File: src/rtl/pwm_seq.sv
// Table-driven PWM duty sequencer: streams duty vectors from an internal table to a PWM core.
// Optional build macro PWM_SEQ_LOOP_EN enables endless looping via cfg_loop.
module pwm_seq #(
  parameter int DWC = 8,
  parameter int CHN = 1,
  parameter int AW  = 4
) (
  input  logic               clk,
  input  logic               rst,
  input  logic               ctl_start,
  input  logic               ctl_stop,
  input  logic [AW-1:0]      cfg_last,
  input  logic [15:0]        cfg_cnt,
  input  logic               cfg_loop,
  input  logic               tbl_we,
  input  logic [AW-1:0]      tbl_adr,
  input  logic [CHN*DWC-1:0] tbl_dat,
  output logic               pwm_ena,
  output logic [CHN*DWC-1:0] str_dat,
  output logic               str_vld,
  input  logic               str_rdy,
  output logic               sts_busy,
  output logic [AW-1:0]      sts_adr,
  output logic               sts_done
);

  localparam int DW    = CHN * DWC;
  localparam int DEPTH = 2 ** AW;

`ifdef PWM_SEQ_LOOP_EN
  localparam bit LOOP_EN = 1'b1;
`else
  localparam bit LOOP_EN = 1'b0;
`endif

  typedef enum logic [1:0] {IDLE, ARM, RUN, DRAIN} state_t;

  state_t          state_reg, state_next;
  logic [AW-1:0]   adr_reg, adr_next;
  logic [AW-1:0]   cur_adr_reg;
  logic [AW-1:0]   last_reg, last_next;
  logic [15:0]     pass_reg, pass_next;
  logic            loop_reg, loop_next;
  logic            fetch_reg, fetch_next;
  logic            done_reg, done_next;
  logic            rd_en;

  logic [DW-1:0]   mem [DEPTH];
  logic [DW-1:0]   rd_data_reg;

  always_ff @(posedge clk) begin
    if (rst) state_reg <= IDLE;
    else     state_reg <= state_next;
  end

  // fetch_reg marks the single cycle after a consume in which the next entry is read
  always_comb begin
    state_next = state_reg;
    adr_next   = adr_reg;
    last_next  = last_reg;
    pass_next  = pass_reg;
    loop_next  = loop_reg;
    fetch_next = 1'b0;
    done_next  = 1'b0;
    rd_en      = 1'b0;
    pwm_ena    = 1'b0;
    str_vld    = 1'b0;
    sts_busy   = 1'b0;
    sts_adr    = '0;
    case (state_reg)
      IDLE: begin
        if (ctl_start && !ctl_stop) begin
          state_next = ARM;
          adr_next   = '0;
          pass_next  = cfg_cnt;
          last_next  = cfg_last;
          loop_next  = LOOP_EN && cfg_loop;
        end
      end
      ARM: begin
        sts_busy   = 1'b1;
        rd_en      = 1'b1;
        state_next = ctl_stop ? DRAIN : RUN;
      end
      RUN: begin
        sts_busy = 1'b1;
        pwm_ena  = 1'b1;
        str_vld  = 1'b1;
        sts_adr  = cur_adr_reg;
        rd_en    = fetch_reg;
        if (ctl_stop) begin
          state_next = DRAIN;
        end else if (str_rdy && !fetch_reg) begin
          if (adr_reg != last_reg) begin
            adr_next   = adr_reg + AW'(1);
            fetch_next = 1'b1;
          end else if (loop_reg) begin
            adr_next   = '0;
            fetch_next = 1'b1;
          end else if (pass_reg != 16'd0) begin
            pass_next  = pass_reg - 16'd1;
            adr_next   = '0;
            fetch_next = 1'b1;
          end else begin
            state_next = DRAIN;
          end
        end
      end
      DRAIN: begin
        sts_busy = 1'b1;
        pwm_ena  = 1'b1;
        if (str_rdy) begin
          state_next = IDLE;
          done_next  = 1'b1;
        end
      end
      default: state_next = IDLE;
    endcase
  end

  always_ff @(posedge clk) begin
    if (rst) begin
      adr_reg     <= '0;
      cur_adr_reg <= '0;
      last_reg    <= '0;
      pass_reg    <= '0;
      loop_reg    <= 1'b0;
      fetch_reg   <= 1'b0;
      done_reg    <= 1'b0;
    end else begin
      adr_reg   <= adr_next;
      last_reg  <= last_next;
      pass_reg  <= pass_next;
      loop_reg  <= loop_next;
      fetch_reg <= fetch_next;
      done_reg  <= done_next;
      if (rd_en) cur_adr_reg <= adr_reg;
    end
  end

  // Table is deliberately not reset; the read register only moves on a fetch so the entry holds
  always_ff @(posedge clk) begin
    if (tbl_we) mem[tbl_adr] <= tbl_dat;
    if (rd_en)  rd_data_reg  <= mem[adr_reg];
  end

  generate
    for (genvar gi = 0; gi < CHN; gi++) begin : g_chan
      assign str_dat[gi*DWC +: DWC] = str_vld ? rd_data_reg[gi*DWC +: DWC] : '0;
    end
  endgenerate

  assign sts_done = done_reg;

endmodule

File: config.mk
export PLATFORM = sky130hd
export DESIGN_NAME = pwm_seq
export DESIGN_NICKNAME = d
export VERILOG_FILES = /design/src/rtl/pwm_seq.sv
export SDC_FILE = /design/constraint.sdc
export NUM_CORES = 1
export LEC_CHECK = 0
export CELL_PAD_IN_SITES_DETAIL_PLACEMENT = 0
export CELL_PAD_IN_SITES_GLOBAL_PLACEMENT = 1
export CORE_MARGIN = 5
export CORE_UTILIZATION = 43
export DETAILED_ROUTE_END_ITERATION = 6
export PLACE_DENSITY = 0.82
export SETUP_SLACK_MARGIN = 0.3
export SYNTH_ARGS = -nofsm -noshare
export SYNTH_HDL_FRONTEND = slang
export SYNTH_SLANG_ARGS = --single-unit
File: constraint.sdc
create_clock -name clk -period 3.2 [get_ports clk]
set_input_delay 0.48 -clock clk [delete_from_list [all_inputs] [get_ports clk]]
set_output_delay 0.48 -clock clk [all_outputs]
set_load 0.005 [all_outputs]
==> run_results.csv <==
group,metric,value,unit
layout,areaGrowthSynthToFinish,20.2,%
worst_setup_path,timing.critical_path.fanout_max,30,
logic_synthesis,synth-seq-area-share,65.6,%
logic_synthesis,postSynthAreaPerCell,15.9,sq um
cts,cts_htree_levels,4,
logic_synthesis,yosys_warnings,0,
pwr,power.static_leakage,2.91,nW
worst_setup_path,start_kind,"register",
sta,min_period_over_period,83.7,%
run,drv_cap,0,
die,die-height,139,um
sta,fin_hold_ws,473,ps
worst_hold_path,holdPathStages,2,
global_route,gr-usage-all-layers,16.0,%
sta,timing_worst_slew_pin_value,871,ps
worst_setup_path,cell_family_contributing_the_most_delay_on_the_critical_path,"buffers and inverters",
logic_synthesis,synthesis.area,7200,sq um
pwr,max-vdd-ir-drop,0.000406,V
sta,clock.fmax,0.373,GHz
detailed_routing,drt_wl_cell,19.9,um
run_status,status,"finished clean",
worst_setup_path,r2r_depth,7,
worst_hold_path,hold-path-endpoint,"pass_reg[15]$_SDFFE_PP0P_",
logic_synthesis,synth_cell_types,57,
sta,max_slew_violations,0,
placement,gp_routability_congestion,0.787,
sta,worst_clock_skew,7.83,ps
cts,clock_sinks,168,
die,std_cell_rows,47,
layout,drive_gt1_share,19.7,%
cts,clk_latency,430,ps
detailed_routing,drc_errors,0,
global_route,globalRoute.totalOverflow,0,
worst_setup_path,cp.required,2720,ps
worst_hold_path,worst_hold_path_type,"register to register",
layout,largest_reg_flops,128,
die,initial_utilization,43.6,%
worst_setup_path,r2r_start,"pass_reg[0]$_SDFFE_PP0P_",
worst_setup_path,rr_endpoint,"pass_reg[5]$_SDFFE_PP0P_",
placement,preCtsSetupSlack,563,ps
detailed_routing,drtAntennaViolNets,0,
detailed_routing,routed-via-count,4185,
layout,layout.filler_cells,1308,
cts,cts_tree,"yes",
worst_setup_path,crit_buf_inv,3,
pwr,total_power,0.00581,W
placement,portBuffers,53,
layout,finalCoreUtilization,52.4,%
global_route,via_count_of_the_first_global_routing_pass,4331,
sta,hold_viol_final,0,
worst_setup_path,cpMaxStageDelayCell,"sky130_fd_sc_hd__clkdlybuf4s50_1",
global_route,grt_pass1_wl,23800,um
placement,dpl.hpwl,9930,um
die,dieArea,19400,sq um
logic_synthesis,post_syn_nets,499,
layout,design.final.nets,566,
global_route,grt_start_max_net_pins,36,
sta,setup_total_negative_slack,0,ps
sta,finalSetupViolCount,0,
cts,path_clk_slew,70,ps
logic_synthesis,netlist_instances,453,
pwr,power_per_cell_area,671,nW/um^2
sta,rsz0062_at_grt,"no",
cts,cts_hold_repair.buffers,0,
logic_synthesis,async_flop_share,0,%
worst_setup_path,cp_data_arrival_time,2200,ps
die,num_io_pins,55,
sta,timing.max_slew.rel_slack,41.7,%
worst_setup_path,crit_path_cell_trace,"inv_1 -> ha_2 -> buf_12 -> and2_1 -> clkdlybuf4s50_1",
worst_setup_path,crit_path_max_incr_delay,510,ps
detailed_routing,totalWireLength,15000,um
detailed_routing,detail_route.first_pass.iterations,6,
cts,cts_buffer_depth,2,
cts,cts_root_buf,"sky130_fd_sc_hd__clkbuf_16",
logic_synthesis,ys_dominant_reg_cell,"sky130_fd_sc_hd__edfxtp_1",
die,die_width,139,um
cts,cts-buffers-inserted,17,
sta,layout_setup_ws,522,ps
worst_hold_path,hold_start,"pass_reg[15]$_SDFFE_PP0P_",
logic_synthesis,synth.ff_latch_count,168,
worst_setup_path,critical_path.endpoint_type,"primary output",
sta,timing.final.crit_period,2680,ps
logic_synthesis,synth_edf_count,136,
detailed_routing,avgViaCountPerCell,5.56,
layout,antenna_cells,0,
die,core_area,16500,sq um
detailed_routing,dr.first_iter.drc_count,322,
worst_setup_path,reg2reg_setup_slack,690,ps
worst_setup_path,criticalPathCategory,"register to primary output",
global_route,antenna_found_initial,0,
[Yosys cell counts, types with 7 or more instances]
master                     number  area (sq um)
sky130_fd_sc_hd__edfxtp_1     136          4080
sky130_fd_sc_hd__mux4_2        40           901
sky130_fd_sc_hd__nor2_1        33           124
sky130_fd_sc_hd__dfxtp_1       32           641
sky130_fd_sc_hd__nand2_1       23          86.3
sky130_fd_sc_hd__a21oi_1       22           110
sky130_fd_sc_hd__clkbuf_1      14          52.6
sky130_fd_sc_hd__and2_1        13          81.3
sky130_fd_sc_hd__mux2i_1       13           130
sky130_fd_sc_hd__inv_1         10          37.5
sky130_fd_sc_hd__nand3_1        9          45.0
sky130_fd_sc_hd__nor3_1         9          45.0
sky130_fd_sc_hd__ha_1           7          87.6
sky130_fd_sc_hd__nand2b_1       7          43.8
sky130_fd_sc_hd__o32ai_1        7          61.3
[cells in the final DEF, fill, tap and decap left out, drive strengths merged, types with 9 or more instances in the layout]
cell type	synthesis	layout
nand2	23	23
nor3	10	10
mux2i	13	13
and2	13	13
dfxtp	32	32
edfxtp	136	136
inv	10	17
a21oi	22	22
o21ai	9	9
clkbuf	14	17
mux4	40	40
nor2	33	33
buf	9	18
clkdlybuf4s50	0	53
nand3	9	9
[power by group]
group	internal, W	switching, W
combinational	0.000504	0.000628
clock	0.00118	0.000899
sequential	0.00249	0.000104
total	0.00418	0.00163
[stage by stage]
step	std cells	cell area (sq um)
final	753	8660
after global routing	753	8660
after CTS	753	8650
after detailed placement	721	8050
after global placement	721	8050
after floorplan	453	7200
[worst max path at each step]
stage                     cells past startpoint                       from  slack, ps                       end
after floorplan                               7  state_reg[0]$_SDFFE_PP0P_        920                sts_adr[0]
after global placement                        6                    str_rdy        600  pass_reg[0]$_SDFFE_PP0P_
after detailed placement                      6                    str_rdy        560  pass_reg[0]$_SDFFE_PP0P_
after CTS                                     5  state_reg[0]$_SDFFE_PP0P_        310                sts_adr[0]
after global routing                          5  state_reg[0]$_SDFFE_PP0P_        400                sts_adr[0]
final                                         5  state_reg[0]$_SDFFE_PP0P_        520                sts_adr[0]
[cells by family (layout without fill, tap and decap cells)]
logic type | Yosys count | after routing | share of synthesized area [%]
DFF | 168 | 168 | 65.6
and+or+nand+nor | 124 | 124 | 9.64
AOI/OAI and AO/OA | 62 | 62 | 6.36
muxes | 55 | 55 | 14.6
buffers and inverters | 33 | 113 | 2.07
adders and majority gates | 7 | 7 | 1.22
xor gates and xnor gates | 4 | 4 | 0.486
[final cells by class]
| type | instances | area, sq um | share of cell area (%) |
|---|---|---|---|
| Clock buffer | 17 | 425 | 4.91 |
| Timing Repair Buffer | 71 | 678 | 7.83 |
| Clock inverter | 15 | 184 | 2.12 |
| Tap cell | 220 | 275 | 3.18 |
| Multi-Input combinational cell | 252 | 2330 | 26.9 |
| Sequential cell | 168 | 4730 | 54.6 |
| Inverter | 10 | 37.5 | 0.434 |
[per-layer routing]
layer / wire, um / GRT usage, % / part of all wire (%) / vias up
met1: 6350 / 20.5 / 42 / 2119
met4: 222 / 5.56 / 1.5 / 0
met5: 0 / 0 / 0 / -
met3: 797 / 4.08 / 5.3 / 21
met2: 7650 / 26.8 / 51 / 121
li1: - / - / - / 1924
[worst min-delay path, cell delays in order (launching register included)]
cell and delay [ps]:
sky130_fd_sc_hd__dfxtp_1 310, sky130_fd_sc_hd__nand2_1 60, sky130_fd_sc_hd__o32ai_1 60
[repair_timing]
item,in CTS,in global routing
gates resized for setup,0,1
setup buffers,0,0
endpoints found under the setup margin,0,1
Note: power is estimated with default switching activity, not from simulation.
